<file path="src/rtl/req_gnt_clocking_bridge.sv">
// req_gnt_clocking_bridge: skewed req drive, skewed gnt sampling and req-to-gnt latency monitor
module req_gnt_clocking_bridge #(
  parameter int IN_DELAY  = 1,
  parameter int OUT_DELAY = 1,
  parameter int LAT_W     = 8
) (
  input  logic             clk,
  input  logic             rst,
  input  logic             drv_en,
  input  logic             drv_val,
  input  logic             drv_toggle,
  output logic             cb_req,
  output logic             req,
  input  logic             gnt,
  output logic             cb_gnt,
  output logic             lat_valid,
  output logic [LAT_W-1:0] lat_cycles,
  output logic             overrun
);
  logic [OUT_DELAY-1:0] req_q, req_d;
  logic [IN_DELAY-1:0]  gnt_q, gnt_d;
  logic [LAT_W-1:0]     cnt_q, cnt_d, lat_cycles_q, lat_cycles_d, cnt_inc;
  logic                 pending_q, pending_d, lat_valid_q, lat_valid_d, overrun_q, overrun_d;
  logic                 change, done;
  always_comb begin
    req_d = req_q;
    req_d[0] = drv_en ? drv_val : drv_toggle ? ~req_q[0] : req_q[0];
    for (int i = 1; i < OUT_DELAY; i++) req_d[i] = req_q[i-1];
    gnt_d = gnt_q;
    gnt_d[0] = gnt;
    for (int i = 1; i < IN_DELAY; i++) gnt_d[i] = gnt_q[i-1];
    change = req_d[OUT_DELAY-1] != req_q[OUT_DELAY-1];
    cnt_inc = (cnt_q == '1) ? cnt_q : cnt_q + 1'b1;
    done = pending_q && !change && (gnt_d[IN_DELAY-1] == req_q[OUT_DELAY-1]);
    pending_d = change | (pending_q & ~done);
    cnt_d = change ? '0 : pending_q ? cnt_inc : cnt_q;
    lat_valid_d = done;
    lat_cycles_d = done ? cnt_inc : lat_cycles_q;
    overrun_d = overrun_q | (change & pending_q);
  end
  always_ff @(posedge clk) begin
    if (rst) begin
      req_q <= '0;
      gnt_q <= '0;
      cnt_q <= '0;
      lat_cycles_q <= '0;
      pending_q <= 1'b0;
      lat_valid_q <= 1'b0;
      overrun_q <= 1'b0;
    end else begin
      req_q <= req_d;
      gnt_q <= gnt_d;
      cnt_q <= cnt_d;
      lat_cycles_q <= lat_cycles_d;
      pending_q <= pending_d;
      lat_valid_q <= lat_valid_d;
      overrun_q <= overrun_d;
    end
  end
  assign cb_req     = req_q[0];
  assign req        = req_q[OUT_DELAY-1];
  assign cb_gnt     = gnt_q[IN_DELAY-1];
  assign lat_valid  = lat_valid_q;
  assign lat_cycles = lat_cycles_q;
  assign overrun    = overrun_q;
endmodule

</file>
<file path="config.mk">
export PLATFORM = sky130hd
export DESIGN_NAME = req_gnt_clocking_bridge
export DESIGN_NICKNAME = d
export VERILOG_FILES = /design/src/rtl/req_gnt_clocking_bridge.sv
export SDC_FILE = /design/constraint.sdc
export NUM_CORES = 1
export LEC_CHECK = 0
export ABC_AREA = 0
export CORE_UTILIZATION = 51
export DETAILED_ROUTE_END_ITERATION = 16
export PLACE_DENSITY_LB_ADDON = 0.25
export REMOVE_ABC_BUFFERS = 1
export SETUP_SLACK_MARGIN = 0.3
export SLEW_MARGIN = 20
export SYNTH_ARGS = -nofsm -noshare
export SYNTH_HDL_FRONTEND = slang
export SYNTH_SLANG_ARGS = --single-unit
</file>
<file path="constraint.sdc">
create_clock -name clk -period 2.2 [get_ports clk]
set_clock_uncertainty 0.2 [all_clocks]
set_input_delay 0.33 -clock clk [delete_from_list [all_inputs] [get_ports clk]]
set_output_delay 0.33 -clock clk [all_outputs]
set_load 0.01 [all_outputs]
</file>
After elaboration in Yosys (flattened, before gate mapping)
Index checks and enable logic that the tools add are counted.
{ "classes": {"n_addsub": 1, "n_eq_ne": 3, "n_mux": 3, "bitwise": 6, "reduce_logical": 4} }
{ "ops": {"columns": ["operator", "n"], "rows": [
  ["adder 8 x 1 -> 8 bit, second input constant", 1],
  ["== test 8 bit, second input constant", 1],
  ["two-way mux 8 bit", 1],
  ["bitwise AND 1 bit", 2],
  ["logical AND 1 bit", 2],
  ["two-way mux 1 bit", 2],
  ["inverter 1 bit", 2],
  ["OR 1 bit", 2],
  ["OR reduction 2 bit", 1],
  ["== test 1 bit", 1],
  ["logical NOT 1 bit", 1],
  ["!= test 1 bit", 1]
]} }
{ "totals": {"register_bits": 21, "input_bits": 6, "output_inout_bits": 13, "word_cells": 24} }

Depth between registers and ports, before layout
{ "logic_depth": {"depth_word": 10, "depth_mapped": 6, "ltp_nobuf": 5} }

Least setup slack after synthesis
OpenSTA, ideal clock, no wires.
{ "synth_timing": {"path_kind": "reg2reg", "start": "reg cnt_q[0]", "end": "reg cnt_q[5]", "setup_ns": 0.066, "arrival_ns": 1.450, "required_time_ns": 1.934, "setup_slack_ns": 0.484, "stages_incl_launch_ff": 6, "path_buffers": 0, "synth_period_minus_slack_ns": 1.716, "cell_sequence": "dfxtp_1 -> ha_1 -> nand3_2 -> nor2_2 -> or4_4 -> a21oi_2"} }
{ "synth_between": {"elab_chain_cells": 2, "elab_cells_between_ends": 3, "cone_classes": "add/sub: 1; eq/ne: 1; mux: 1"} }
{ "synth_rtl": {"columns": ["item", "line_no", "text"], "rows": [
  ["from (decl)", "22", "logic [LAT_W-1:0] cnt_q, cnt_d, lat_cycles_q, lat_cycles_d, cnt_inc;"],
  ["from (signal assigned)", "53", "cnt_q <= cnt_d;"],
  ["adder 8 x 1 -> 8 bit / == test 8 bit (equally long branches)", "33", "cnt_inc = (cnt_q == '1) ? cnt_q : cnt_q + 1'b1;"],
  ["two-way mux 8 bit *", "33", null]
]} }
Mark *: on every way between the ends. The rest lies on a longest branch, timed or not.
A chain may end at the register's enable or synchronous reset.

Worst setup path in the final report
{ "layout_timing": {"start": "reg req_q (netlist: cb_req)", "end": "out req"} }
{ "layout_lines": {"columns": ["item", "line_no", "text"], "rows": [
  ["from (decl)", "20", "logic [OUT_DELAY-1:0] req_q, req_d;"],
  ["from (signal assigned)", "51", "req_q <= req_d;"],
  ["to (decl)", "13", "output logic req,"]
]} }
No word-level cell between the ends.

==> flow_summary.ini <==
[floorplan]
ios = 19
num_rows = 16
die_area_um2 = 2360
initial_core_util_pct = 55.3
core_region_area_um2 = 2000
chipWidth_um = 48.6
fp.dieH_um = 48.6

[worst_hold_path]
hold_path_startpoint = lat_cycles[6]
hold_path_class = register to register
hold_end = lat_cycles[6]
hold_depth = 2

[setup_path]
rrSetupSlack_ps = 390
reg2reg_from = cnt_q[1]
cp-end-kind = output pin
cp-start-kind = register
timing.rr.end = cnt_q[1]
cp.required_ps = 1670
worst-path-stages = 1
cpMaxStageDelayCell = clkdlybuf4s50_1
reg2reg_depth = 5
cp_max_fo = 7
critPathBufInv = 1
path_delay_family = buffers and inverters
cp_slowest_stage_delay_ps = 570
critPathKind = register to output pin
critical_path.cell_chain = clkdlybuf4s50_1
critPathArrivalTime_ps = 1320

[sta]
setup_tns_ps = 0
period_share_pct = 83.9
slew-limit-headroom_pct = 73.9
max_freq_ghz = 0.542
setup_viol = 0
min_period_ps = 1850
hold_viol_final = 0
rsz0062_at_grt = false
finalMaxSlewViolations = 0
worst_pin_slew_ps = 391

[yosys]
synth-main-ff-cell = dfxtp_1
yosysSeqAreaShare_pct = 38.0
yosys_register_bits = 21
synth_most_common_cell = dfxtp_1
synth_area_um2 = 1110
synthArstFlopShare_pct = 0
synth_area_leaders = dfxtp_1, nand2b_1, nor2_1, xor2_1, buf_6
synth_common_cells = dfxtp_1, nor2_1, nand2b_1, nand2_1
synth_top_area_share_pct = 38.0
yosysWarnings = 0
netlist_instances = 123
yosys.area.top_type = dfxtp_1
ys_types = 46
synth_area_per_cell_um2 = 8.99
synth-edff-count = 0

[final_layout]
final_cells = 166
layout-drive-gt1-share_pct = 15.8
final_area_um2 = 1320
multi_input_area_um2 = 634
seq_area_um2 = 423
fillers = 172
synthToLayoutAreaGrowth_pct = 19.1
nets = 147
antenna_cells = 0

[clocking]
cts_root_buf = clkbuf_4
clkTransAtPathRegs_ps = 120
clock_sinks = 21
cts_made_buffers = 3
postCtsSetupBuffers = 0
clk_latency_ps = 310
cts_buffer_depth = 2
postCtsHoldBufs = 0
cts_tree = yes
cts.htree.levels = 1

[placement]
routabilityCongestion = 0.873
place_area_um2 = 1280
dp_hpwl_mm = 1.62
placed_cells = 162
portBuffers = 18

[pwr]
power.leakage_nw = 0.481
p_per_area_nw_per_um2 = 538
ir_drop_uv = 340

[global_routing]
grt_pass1_vias = 845
antenna_found_initial = 0
grt.overflow.total = 0
grt_max_degree = 13
grt_use_total_pct = 20.9
grt_pass1_wl_mm = 3.87

[drt]
drt_iter0_markers = 34
drt_wl_total_mm = 2.29
drtPass1Iterations = 4
ant_nets = 0
routed_via_density = 5.72
num_vias = 949
drc_errors = 0
wire_per_inst_um = 13.8

[run]
maxCapViolations = 0

[run_status]
status = finished clean
## stage by stage
| step | hold slack, ps | worst slack [ps] | power [W] | utilization [%] |
|---|---|---|---|---|
| after floorplan | 199 | 483 | 0.000468 | - |
| after global placement | 252 | 127 | 0.000520 | 63.7 |
| after detailed placement | 256 | 79.7 | 0.000523 | 63.7 |
| after CTS | 275 | 285 | 0.000711 | 65.2 |
| after global routing | 298 | 305 | 0.000742 | 65.8 |
| final | 271 | 354 | 0.000708 | 65.8 |
## flip-flops by register name, indices dropped and copies added, names as in the netlist
signal / count
cb_gnt: 1
cb_req: 1
cnt_q: 8
lat_cycles: 8
lat_valid: 1
overrun: 1
pending_q: 1
## power breakdown
| part | internal, W | switching, W |
|---|---|---|
| registers | 0.000395 | 0.0000133 |
| logic | 0.0000580 | 0.0000505 |
| clock network | 0.0000680 | 0.000123 |
| total | 0.000521 | 0.000187 |
## cell usage in the layout (no fill, tap or decap), types with 4 or more instances in the layout
cell type        netlist  final
nor2b_1                4      4
dfxtp_1               21     19
nand2_1                6      6
nand3_1                5      5
xor2_1                 5      5
nand2b_1               9      9
clkdlybuf4s50_1        0     18
a21oi_1                4      4
nor2_1                12     12
o21ai_0                4      4
## per-layer routing
| metal | up-vias | track usage, % | wire, µm |
|---|---|---|---|
| li1 | 471 | - | - |
| met1 | 444 | 28.3 | 1050 |
| met2 | 29 | 33.8 | 1070 |
| met3 | 5 | 3.14 | 124 |
| met4 | 0 | 7.35 | 43 |
| met5 | - | 0 | 0 |
## layout make-up
| class | instances | share of cell area (%) |
|---|---|---|
| Multi-Input combinational cell | 93 | 48.1 |
| Sequential cell | 21 | 32.1 |
| Timing Repair Buffer | 20 | 14.8 |
| Tap cell | 27 | 2.56 |
| Clock buffer | 3 | 1.71 |
| Clock inverter | 1 | 0.380 |
| Inverter | 1 | 0.285 |
## timing repair
item                       CTS  global route
setup endpoints to repair    4             8
gates cloned                 0             0
pin swaps                    0             1
gates resized for setup      1             4
## cell families (layout without fill, tap and decap cells)
| group | Yosys count | after routing | synth area share (%) |
|---|---|---|---|
| simple gates | 56 | 56 | 30.4 |
| compound gates | 26 | 26 | 16.5 |
| flops | 21 | 21 | 38.0 |
| buf+inv | 9 | 25 | 5.66 |
| xor+xnor | 7 | 7 | 5.54 |
| mux | 3 | 3 | 2.72 |
| fa+ha+maj | 1 | 1 | 1.13 |
## worst max-delay path by stage
stage	slack [ps]	endpoint	startpoint
2_1_floorplan	480	cnt_q[5]	cnt_q[0]
3_3_place_gp	130	cnt_q[7]	drv_en
3_5_place_dp	80	cnt_q[7]	drv_en
4_1_cts	290	lat_cycles[3]	cnt_q[0]
5_1_grt	300	req	cb_req
6_report	350	req	cb_req
Power figures use the tool's default switching activity.
